[src/rtl/axi_pkg.sv]
// Shared types and constants for the four-master AXI read-address/read-data arbiter.
package axi_pkg;

  localparam int NUM_MASTERS = 4;

  typedef logic [1:0] mst_idx_t;

  typedef enum logic [1:0] {
    IDLE = 2'd0,
    ADDR = 2'd1,
    DATA = 2'd2
  } state_t;

  function automatic mst_idx_t onehot_to_idx(input logic [NUM_MASTERS-1:0] oh);
    onehot_to_idx = '0;
    for (int i = 0; i < NUM_MASTERS; i++) begin
      if (oh[i]) onehot_to_idx = mst_idx_t'(i);
    end
  endfunction

endpackage

[src/rtl/axi_read_arbiter_if.sv]
// Master-side and slave-mux-side read channel signals of the arbiter.
interface axi_read_arbiter_if #(
  parameter int ADDR_WIDTH = 64
);
  logic [ADDR_WIDTH-1:0] m0_ARADDR, m1_ARADDR, m2_ARADDR, m3_ARADDR;
  logic m0_ARVALID, m1_ARVALID, m2_ARVALID, m3_ARVALID;
  logic m0_RREADY, m1_RREADY, m2_RREADY, m3_RREADY;
  logic m0_ARREADY, m1_ARREADY, m2_ARREADY, m3_ARREADY;
  logic m0_RVALID, m1_RVALID, m2_RVALID, m3_RVALID;

  logic [ADDR_WIDTH-1:0] s_ARADDR;
  logic s_ARVALID, s_RREADY;
  logic m_ARREADY, m_RVALID, m_RLAST;

  // Arbiter side
  modport slave (
    input  m0_ARADDR, m1_ARADDR, m2_ARADDR, m3_ARADDR,
    input  m0_ARVALID, m1_ARVALID, m2_ARVALID, m3_ARVALID,
    input  m0_RREADY, m1_RREADY, m2_RREADY, m3_RREADY,
    output m0_ARREADY, m1_ARREADY, m2_ARREADY, m3_ARREADY,
    output m0_RVALID, m1_RVALID, m2_RVALID, m3_RVALID,
    output s_ARADDR, s_ARVALID, s_RREADY,
    input  m_ARREADY, m_RVALID, m_RLAST
  );

  // Masters plus slave read mux side
  modport master (
    output m0_ARADDR, m1_ARADDR, m2_ARADDR, m3_ARADDR,
    output m0_ARVALID, m1_ARVALID, m2_ARVALID, m3_ARVALID,
    output m0_RREADY, m1_RREADY, m2_RREADY, m3_RREADY,
    input  m0_ARREADY, m1_ARREADY, m2_ARREADY, m3_ARREADY,
    input  m0_RVALID, m1_RVALID, m2_RVALID, m3_RVALID,
    input  s_ARADDR, s_ARVALID, s_RREADY,
    output m_ARREADY, m_RVALID, m_RLAST
  );
endinterface

[src/rtl/rr_priority_pick.sv]
// Round-robin winner selection: search starts at the master after last_owner.
module rr_priority_pick
  import axi_pkg::*;
(
  input  logic [NUM_MASTERS-1:0] req_i,
  input  mst_idx_t               last_owner_i,
  output mst_idx_t               winner_o,
  output logic                   valid_o
);

  always_comb begin
    mst_idx_t idx;
    idx      = '0;
    winner_o = '0;
    valid_o  = 1'b0;
    for (int i = 1; i <= NUM_MASTERS; i++) begin
      idx = last_owner_i + mst_idx_t'(i);
      if (!valid_o && req_i[idx]) begin
        winner_o = idx;
        valid_o  = 1'b1;
      end
    end
  end

endmodule

[src/rtl/axi_read_arbiter.sv]
// Four-master AXI read arbiter: one owner holds the address then data channel
// until its last read beat, with round-robin hand-over through a single IDLE cycle.
//
// state | meaning
// IDLE  | no owner, arbitrate pending ARVALIDs
// ADDR  | owner drives the address channel
// DATA  | owner receives read beats until RLAST handshake
module axi_read_arbiter
  import axi_pkg::*;
#(
  parameter int ADDR_WIDTH = 64
) (
  input  logic                   ACLK,
  input  logic                   ARESETn,
  axi_read_arbiter_if.slave      bus,
  output logic [NUM_MASTERS-1:0] grant,
  output logic                   busy
);

  state_t                 state_q, state_d;
  logic [NUM_MASTERS-1:0] grant_q, grant_d;
  mst_idx_t               last_owner_q, last_owner_d;

  logic [ADDR_WIDTH-1:0]  araddr [NUM_MASTERS];
  logic [NUM_MASTERS-1:0] arvalid, rready, arready, rvalid;
  logic [ADDR_WIDTH-1:0]  s_araddr;
  logic                   s_arvalid, s_rready;
  mst_idx_t               owner, pick_idx;
  logic                   pick_valid;

  assign araddr[0] = bus.m0_ARADDR;
  assign araddr[1] = bus.m1_ARADDR;
  assign araddr[2] = bus.m2_ARADDR;
  assign araddr[3] = bus.m3_ARADDR;
  assign arvalid   = {bus.m3_ARVALID, bus.m2_ARVALID, bus.m1_ARVALID, bus.m0_ARVALID};
  assign rready    = {bus.m3_RREADY, bus.m2_RREADY, bus.m1_RREADY, bus.m0_RREADY};

  assign owner = onehot_to_idx(grant_q);

  rr_priority_pick u_pick (
    .req_i        (arvalid),
    .last_owner_i (last_owner_q),
    .winner_o     (pick_idx),
    .valid_o      (pick_valid)
  );

  always_ff @(posedge ACLK or negedge ARESETn) begin
    if (!ARESETn) begin
      state_q      <= IDLE;
      grant_q      <= '0;
      last_owner_q <= mst_idx_t'(NUM_MASTERS - 1);
    end else begin
      state_q      <= state_d;
      grant_q      <= grant_d;
      last_owner_q <= last_owner_d;
    end
  end

  always_comb begin
    state_d      = state_q;
    grant_d      = grant_q;
    last_owner_d = last_owner_q;
    s_araddr     = '0;
    s_arvalid    = 1'b0;
    s_rready     = 1'b0;
    arready      = '0;
    rvalid       = '0;
    case (state_q)
      IDLE: begin
        if (pick_valid) begin
          grant_d           = '0;
          grant_d[pick_idx] = 1'b1;
          state_d           = ADDR;
        end
      end
      ADDR: begin
        s_araddr       = araddr[owner];
        s_arvalid      = arvalid[owner];
        arready[owner] = bus.m_ARREADY;
        if (s_arvalid && bus.m_ARREADY) state_d = DATA;
      end
      DATA: begin
        s_rready      = rready[owner];
        rvalid[owner] = bus.m_RVALID;
        // Grant is only released on the handshaken last beat.
        if (bus.m_RVALID && s_rready && bus.m_RLAST) begin
          state_d      = IDLE;
          last_owner_d = owner;
          grant_d      = '0;
        end
      end
      default: begin
        state_d = IDLE;
        grant_d = '0;
      end
    endcase
  end

  assign bus.s_ARADDR   = s_araddr;
  assign bus.s_ARVALID  = s_arvalid;
  assign bus.s_RREADY   = s_rready;
  assign bus.m0_ARREADY = arready[0];
  assign bus.m1_ARREADY = arready[1];
  assign bus.m2_ARREADY = arready[2];
  assign bus.m3_ARREADY = arready[3];
  assign bus.m0_RVALID  = rvalid[0];
  assign bus.m1_RVALID  = rvalid[1];
  assign bus.m2_RVALID  = rvalid[2];
  assign bus.m3_RVALID  = rvalid[3];

  assign grant = grant_q;
  assign busy  = (state_q != IDLE);

endmodule

[src/flat_wrapper.sv]
// flat-port wrapper written by rule: the top's interface ports become plain ports
module axi_read_arbiter_flat import axi_pkg::*;
#(
  parameter int ADDR_WIDTH = 64
)
  (ACLK, ARESETn, grant, busy, bus_m0_ARADDR, bus_m1_ARADDR, bus_m2_ARADDR, bus_m3_ARADDR, bus_m0_ARVALID, bus_m1_ARVALID, bus_m2_ARVALID, bus_m3_ARVALID, bus_m0_RREADY, bus_m1_RREADY, bus_m2_RREADY, bus_m3_RREADY, bus_m0_ARREADY, bus_m1_ARREADY, bus_m2_ARREADY, bus_m3_ARREADY, bus_m0_RVALID, bus_m1_RVALID, bus_m2_RVALID, bus_m3_RVALID, bus_s_ARADDR, bus_s_ARVALID, bus_s_RREADY, bus_m_ARREADY, bus_m_RVALID, bus_m_RLAST);
  axi_read_arbiter_if #(.ADDR_WIDTH(ADDR_WIDTH)) bus_i ();
  input  logic ACLK;
  input  logic ARESETn;
  output logic [NUM_MASTERS-1:0] grant;
  output logic busy;
  input wire logic [$bits(bus_i.m0_ARADDR)-1:0] bus_m0_ARADDR;
  input wire logic [$bits(bus_i.m1_ARADDR)-1:0] bus_m1_ARADDR;
  input wire logic [$bits(bus_i.m2_ARADDR)-1:0] bus_m2_ARADDR;
  input wire logic [$bits(bus_i.m3_ARADDR)-1:0] bus_m3_ARADDR;
  input wire logic [$bits(bus_i.m0_ARVALID)-1:0] bus_m0_ARVALID;
  input wire logic [$bits(bus_i.m1_ARVALID)-1:0] bus_m1_ARVALID;
  input wire logic [$bits(bus_i.m2_ARVALID)-1:0] bus_m2_ARVALID;
  input wire logic [$bits(bus_i.m3_ARVALID)-1:0] bus_m3_ARVALID;
  input wire logic [$bits(bus_i.m0_RREADY)-1:0] bus_m0_RREADY;
  input wire logic [$bits(bus_i.m1_RREADY)-1:0] bus_m1_RREADY;
  input wire logic [$bits(bus_i.m2_RREADY)-1:0] bus_m2_RREADY;
  input wire logic [$bits(bus_i.m3_RREADY)-1:0] bus_m3_RREADY;
  output wire logic [$bits(bus_i.m0_ARREADY)-1:0] bus_m0_ARREADY;
  output wire logic [$bits(bus_i.m1_ARREADY)-1:0] bus_m1_ARREADY;
  output wire logic [$bits(bus_i.m2_ARREADY)-1:0] bus_m2_ARREADY;
  output wire logic [$bits(bus_i.m3_ARREADY)-1:0] bus_m3_ARREADY;
  output wire logic [$bits(bus_i.m0_RVALID)-1:0] bus_m0_RVALID;
  output wire logic [$bits(bus_i.m1_RVALID)-1:0] bus_m1_RVALID;
  output wire logic [$bits(bus_i.m2_RVALID)-1:0] bus_m2_RVALID;
  output wire logic [$bits(bus_i.m3_RVALID)-1:0] bus_m3_RVALID;
  output wire logic [$bits(bus_i.s_ARADDR)-1:0] bus_s_ARADDR;
  output wire logic [$bits(bus_i.s_ARVALID)-1:0] bus_s_ARVALID;
  output wire logic [$bits(bus_i.s_RREADY)-1:0] bus_s_RREADY;
  input wire logic [$bits(bus_i.m_ARREADY)-1:0] bus_m_ARREADY;
  input wire logic [$bits(bus_i.m_RVALID)-1:0] bus_m_RVALID;
  input wire logic [$bits(bus_i.m_RLAST)-1:0] bus_m_RLAST;
  assign bus_i.m0_ARADDR = bus_m0_ARADDR;
  assign bus_i.m1_ARADDR = bus_m1_ARADDR;
  assign bus_i.m2_ARADDR = bus_m2_ARADDR;
  assign bus_i.m3_ARADDR = bus_m3_ARADDR;
  assign bus_i.m0_ARVALID = bus_m0_ARVALID;
  assign bus_i.m1_ARVALID = bus_m1_ARVALID;
  assign bus_i.m2_ARVALID = bus_m2_ARVALID;
  assign bus_i.m3_ARVALID = bus_m3_ARVALID;
  assign bus_i.m0_RREADY = bus_m0_RREADY;
  assign bus_i.m1_RREADY = bus_m1_RREADY;
  assign bus_i.m2_RREADY = bus_m2_RREADY;
  assign bus_i.m3_RREADY = bus_m3_RREADY;
  assign bus_m0_ARREADY = bus_i.m0_ARREADY;
  assign bus_m1_ARREADY = bus_i.m1_ARREADY;
  assign bus_m2_ARREADY = bus_i.m2_ARREADY;
  assign bus_m3_ARREADY = bus_i.m3_ARREADY;
  assign bus_m0_RVALID = bus_i.m0_RVALID;
  assign bus_m1_RVALID = bus_i.m1_RVALID;
  assign bus_m2_RVALID = bus_i.m2_RVALID;
  assign bus_m3_RVALID = bus_i.m3_RVALID;
  assign bus_s_ARADDR = bus_i.s_ARADDR;
  assign bus_s_ARVALID = bus_i.s_ARVALID;
  assign bus_s_RREADY = bus_i.s_RREADY;
  assign bus_i.m_ARREADY = bus_m_ARREADY;
  assign bus_i.m_RVALID = bus_m_RVALID;
  assign bus_i.m_RLAST = bus_m_RLAST;
  axi_read_arbiter #(.ADDR_WIDTH(ADDR_WIDTH)) u_core (.ACLK(ACLK), .ARESETn(ARESETn), .bus(bus_i), .grant(grant), .busy(busy));
endmodule
[config.mk]
export PLATFORM = sky130hd
export DESIGN_NAME = axi_read_arbiter_flat
export DESIGN_NICKNAME = d
export VERILOG_FILES = /design/src/rtl/axi_pkg.sv /design/src/rtl/axi_read_arbiter_if.sv /design/src/rtl/rr_priority_pick.sv /design/src/rtl/axi_read_arbiter.sv /design/src/flat_wrapper.sv
export SDC_FILE = /design/constraint.sdc
export NUM_CORES = 1
export LEC_CHECK = 0
export ABC_CLOCK_PERIOD_IN_PS = 2350
export BUFFER_PORTS_ARGS = -buffer_cell sky130_fd_sc_hd__buf_2
export CORE_AREA = 2 2 134 136
export DETAILED_ROUTE_END_ITERATION = 6
export DIE_AREA = 0 0 136 138
export GPL_ROUTABILITY_DRIVEN = 0
export GPL_TIMING_DRIVEN = 0
export HOLD_SLACK_MARGIN = 0.15
export MAX_ROUTING_LAYER = met4
export PLACE_DENSITY = 0.58
export RECOVER_POWER = 50
export SETUP_SLACK_MARGIN = 0.4
export SYNTH_ARGS = -nofsm -noshare
export SYNTH_HDL_FRONTEND = slang
export SYNTH_HIERARCHICAL = 1
export SYNTH_SLANG_ARGS = --single-unit
[constraint.sdc]
create_clock -name ACLK -period 2.35 [get_ports ACLK]
set_clock_uncertainty 0.15 [all_clocks]
set_input_delay 0.1175 -clock ACLK [delete_from_list [all_inputs] [get_ports ACLK]]
set_output_delay 0.1175 -clock ACLK [all_outputs]
set_load 0.005 [all_outputs]
# Word level (Yosys, flattened, before mapping)
# Cells that the tools add are included.
dict set report classes {
  n_addsub 3
  order_cmp 9
  n_eq_ne 5
  n_mux 42
  bitwise_logic 4
  n_reduce_logical 16
}
# cell count
set ops {}
lappend ops {{$mux W64} 3}
lappend ops {{$bmux W64 S2} 1}
lappend ops {{$lt A2 B3 Y1 const B} 6}
lappend ops {{$mux W2} 9}
lappend ops {{$mux W4} 4}
lappend ops {{$mux W1} 15}
lappend ops {{$bmux W1 S2} 6}
lappend ops {{$pmux W4 S3} 1}
lappend ops {{$and A4 B4 Y4} 2}
lappend ops {{$logic_and A1 B1 Y1} 8}
lappend ops {{$ne A2 B1 Y1 const B} 3}
lappend ops {{$pmux W2 S3} 1}
lappend ops {{$reduce_and A3 Y1} 2}
lappend ops {{$add A2 B2 Y2 const B} 2}
lappend ops {{$demux W1 S2} 2}
lappend ops {{$ge A2 B1 Y1 const B} 2}
lappend ops {{$ge A3 B3 Y1 const B} 1}
lappend ops {{$logic_not A1 Y1} 3}
lappend ops {{$not A2 Y3} 1}
lappend ops {{$add A2 B1 Y2 const B} 1}
lappend ops {{$eq A2 B1 Y1 const B} 1}
lappend ops {{$eq A2 B2 Y1 const B} 1}
lappend ops {{$logic_not A2 Y1} 1}
lappend ops {{$reduce_and A2 Y1} 1}
lappend ops {{2 further kinds} 2}
dict set report totals {
  ff_bits 8
  output_inout_bits 79
}

# Longest topological paths before layout
dict set report logic_depth {
  depth_word 19
  mapped_depth 7
  ltp_nobuf 6
}

# Cells and area by module
# Netlist, hierarchy kept.
# mod instances cells_each area_per_inst_um2 seq_area_each_um2
set modules_own_cells {}
lappend modules_own_cells {axi_read_arbiter 1 421 2741.4 202.7}
lappend modules_own_cells {rr_priority_pick 1 14 91.3 0.0}

# Least setup slack after synthesis
# No wires, ideal clock.
dict set report synth_path {
  path_type {flip-flop to flip-flop}
  start {reg u_core.grant_q[1], in the netlist u_core/grant[1]}
  end {reg u_core.last_owner_q[0]}
  setup_ns 0.085
  arrival_ns 1.685
  required_time_ns 2.115
  slack_ns 0.431
  stages_incl_launch_ff 6
  n_path_buf 1
  synth_period_minus_slack_ns 1.919
  cell_sequence {dfrtp_1 > buf_2 > mux2i_1 > a221o_1 > or3_1 > mux2_1}
}
dict set report synth_via {
  elab_chain_len 8
}
# item line_no
set synth_lines {}
lappend synth_lines {{from (decl)} axi_read_arbiter.sv:21} ;# logic [NUM_MASTERS-1:0] grant_q, grant_d;
lappend synth_lines {{from (signal assigned)} axi_read_arbiter.sv:54} ;# grant_q <= grant_d;
lappend synth_lines {{$mux W1 (*)} axi_pkg.sv:17} ;# if (oh[i]) onehot_to_idx = mst_idx_t'(i);
lappend synth_lines {{$mux W2 (*) (2 in a row)} axi_pkg.sv:17}
lappend synth_lines {{$bmux W1 S2} axi_read_arbiter.sv:83} ;# s_rready = rready[owner];
lappend synth_lines {{$mux W1 (not written as such)} axi_read_arbiter.sv:83}
lappend synth_lines {{$logic_and A1 B1 Y1 (2 in a row)} axi_read_arbiter.sv:86} ;# if (bus.m_RVALID && s_rready && bus.m_RLAST) begin
lappend synth_lines {{$reduce_and A2 Y1 (no source line)} -}
lappend synth_lines {{to (signal assigned)} axi_read_arbiter.sv:51} ;# last_owner_q <= mst_idx_t'(NUM_MASTERS - 1);
lappend synth_lines {{to (signal assigned)} axi_read_arbiter.sv:55} ;# last_owner_q <= last_owner_d;
lappend synth_lines {{to (decl)} axi_read_arbiter.sv:22} ;# mst_idx_t last_owner_q, last_owner_d;
# Mark *: on every way between the ends. The rest lies on a longest branch, timed or not. The select of a mux whose other input is x is not followed.
# A chain may end at the register's enable or synchronous reset.

# Final worst setup path
dict set report layout_path {
  start {reg u_core.grant_q[2], in the netlist u_core/grant[2]}
  end {out bus_s_ARADDR[38]}
}
dict set report layout_via {
  elab_chain_len 7
}
# item line_no
set layout_lines {}
lappend layout_lines {{$mux W2 (2 in a row)} axi_pkg.sv:17}
lappend layout_lines {{$not A2 Y3 (not written as such)} axi_read_arbiter.sv:77} ;# s_araddr = araddr[owner];
lappend layout_lines {{$bmux W64 S2} axi_read_arbiter.sv:77}
lappend layout_lines {{$mux W64 (not written as such) (2 in a row)} axi_read_arbiter.sv:77}
lappend layout_lines {{$mux W64} axi_read_arbiter.sv:68} ;# case (state_q)
lappend layout_lines {{to (decl)} flat_wrapper.sv:32} ;# output wire logic [$bits(bus_i.s_ARADDR)-1:0] bus_s_ARADDR;
# No other way between the ends. The select of a mux whose other input is x is not followed.

==> impl_metrics.yaml <==
setup_path:
  cp.arrival_ps: 1860
  endpoint_kind: "output pin"
  cpPeakStageDelay_ps: 410
  critPathLaunchType: "flop"
  crit_slowest_cell: "dfrtp_1"
  worstSetupPathType: "reg -> out"
  cp_cell_sequence: "clkbuf_16 > clkbuf_16 > clkbuf_1 > nand2_1 > o21ai_0 > mux2i_1 > nor2_1 > clkbuf_1"
  critPathRequiredTime_ps: 2080
  cp_max_fo: 7
power:
  pwr_density_cell_nw_per_um2: 1060
  pwr-share-seq_pct: 4.7
  switchingPower_mw: 2.95
  ir_worst_vdd_mv: 0.520
  p_clk_share_pct: 4.9
  internal_power_mw: 3.13
  netSwitchingFraction_pct: 48.5
  combinationalPowerShare_pct: 90.4
  leakagePower_nw: 3.17
  total_power_mw: 6.07
yosys:
  yosysUniqueCellTypes: 32
  syn_avg_cell_area_sq_um: 6.51
  synth_area_sq_um: 2830
  synth_flop_cell: "dfrtp_1"
  syn_inst: 435
  synth-seq-cells: 8
  ys_warn_count: 6
  synthArstFlopShare_pct: 100
  synth-edff-count: 0
  synth_nets: 704
  ys_seq_area_share_pct: 7.16
floorplan:
  die_x_um: 136
  die_y_um: 138
  start_util_pct: 16.2
  pin_count: 348
  core_area_sq_um: 17500
  dieArea_sq_um: 18800
  row_count: 49
layout:
  areaGrowthSynthToFinish_pct: 102
  stdcell_area_sq_um: 5720
  fin_cells: 1042
  final_core_util_pct: 32.6
  drive_above_1_share_pct: 53.0
  antenna_cells: 0
  finalNetCount: 1083
timing:
  holdWs_ps: 210
  setup_viol: 0
  worstMarginPinSlew_ps: 560
  maxSlewHeadroom_pct: 62.6
  setup_slack_ps: 226
  fmax_mhz: 471
  finalWorstPathRequiredPeriod_ps: 2120
  hold_violations: 0
  rsz0062_at_grt: "yes"
  min_period_over_period_pct: 90.4
  finalSetupTns_ps: 0
  drv_slew: 0
global_route:
  grt_pass1_vias: 4388
  grt_remaining_overflow: 0
  track_usage_pct: 16.8
  antenna_found_initial: 0
  grt_pass1_wl_um: 23700
  grt_max_degree: 11
place:
  place_area_sq_um: 4860
  preCtsSetupSlack_ps: -1060
  portBuffers: 347
  placed_cells: 1011
  hpwl_um: 12700
cts:
  clock_sinks: 8
  ctsLongestPathBuffers: 2
  cts_root_buf: "clkbuf_16"
  cts_made_buffers: 3
  clkSlewWorstSetupHoldPaths_ps: 40
  cts_tree: "yes"
  ctsHtreeMaxLevel: 1
  clock_latency_ps: 230
hold_path:
  hold_path_class: "in -> reg"
status:
  outcome: "finished clean"
routing:
  vias: 4588
  drcViolationCount: 0
  dr.pass1.iters: 4
  finalWirelength_um: 17000
  first_iter_violations: 215
  vias_per_cell: 4.40
  wl_per_cell_um: 16.3
  ant_nets: 0
flow_run:
  max_cap_violations: 0
[worst paths after layout]
check	startpoint	endpoint	slack [ps]	cells past startpoint
max	u_core/grant[2]	bus_s_ARADDR[38]	230	8
min	bus_m2_ARVALID	u_core/state_q[0]	210	4
max reg2reg	u_core/grant[2]	u_core/last_owner_q[0]	250	5
min reg2reg	u_core/last_owner_q[1]	u_core/last_owner_q[1]	390	2
max in group asynchronous	ARESETn	u_core/grant[0]	1020	3
min in group asynchronous	ARESETn	u_core/last_owner_q[1]	280	2
[cells in the mapped netlist (2+ instances only)]
cell	number	share of area, %
a21oi_1	4	0.71
nor3_1	4	0.71
buf_1	7	0.93
mux2i_1	131	46
nor2b_1	2	0.44
a32oi_1	3	0.93
o21ai_0	70	12
inv_1	7	0.93
nand2b_1	5	1.1
dfrtp_1	6	5.3
dfstp_2	2	1.9
nor2_1	75	9.9
clkbuf_1	24	3.2
buf_2	7	1.2
nand2_1	70	9.3
nand3_1	2	0.35
[worst max-delay path, delay by kind of cell, from the launching register on]
family / cells / cell delay, ps
buffers and inverters: 4 / 810
flip-flops: 1 / 410
AND/OR/NAND/NOR: 2 / 200
AO/OA/AOI/OAI: 1 / 90
multiplexers: 1 / 90
[cell usage in the layout (no fill, tap or decap), types with 3 or more instances in the layout]
cell type / instances
nand2_2: 4
nor3_1: 3
mux2i_1: 117
buf_6: 5
buf_12: 10
o21ai_1: 35
dlygate4sd3_1: 6
clkbuf_4: 7
clkbuf_16: 11
o21ai_2: 4
o21ai_0: 31
a32oi_1: 3
mux2i_2: 13
nand2_1: 66
buf_2: 338
clkbuf_8: 3
nand2b_1: 5
clkbuf_2: 7
dfrtp_1: 6
clkbuf_1: 15
a21oi_1: 3
nor2_1: 73
inv_1: 6
buf_4: 9
[power by group through the flow]
stage,Combinational (mW),Sequential (mW),Clock [mW]
finish,5.49,0.287,0.296
floorplan,2.53,0.257,0
detailed placement,4.34,0.274,0
CTS,5.27,0.285,0.301
global route,5.94,0.296,0.308
global placement,4.31,0.271,0
[final cells by class]
type | count | area, sq um
fillers | 1914 | 11800
multi-input cells | 381 | 2560
repair buffers | 374 | 2070
plain buffers | 38 | 472
well taps | 229 | 287
flip-flops and latches | 8 | 203
clock buffers | 4 | 78.8
inverters | 8 | 38.8
[per-layer routing]
| layer | part of all wire, % | GRT usage (%) | wire, um |
|---|---|---|---|
| met1 | 40 | 19.5 | 6770 |
| met2 | 52 | 31.8 | 8900 |
| met3 | 7.4 | 1.43 | 1260 |
| met4 | 0.58 | 1.75 | 99 |
| met5 | 0 | - | 0 |
[state kept, by name (all words and copies together), names as in the netlist]
signal,cells
u_core/grant,4
u_core/last_owner_q,2
u_core/state_q,2
[cell families after synthesis]
family,Yosys count,share of synthesized area [%]
AOI/OAI and AO/OA,85,16.6
muxes,132,46.7
DFF,8,7.16
buffers and inverters,46,6.40
and+or+nand+nor,164,23.2
[what timing repair did]
| action | 4_1_cts | 5_1_grt |
|---|---|---|
| setup endpoints to repair | 81 | 72 |
| hold buffers | 6 | 0 |
| setup buffers | 11 | 2 |
| endpoints found under the hold margin | 11 | 0 |
| pin swaps | 5 | 13 |
| resized for setup | 122 | 72 |
| cloned | 5 | 3 |
No activity file was read; power rests on OpenSTA's default activity.
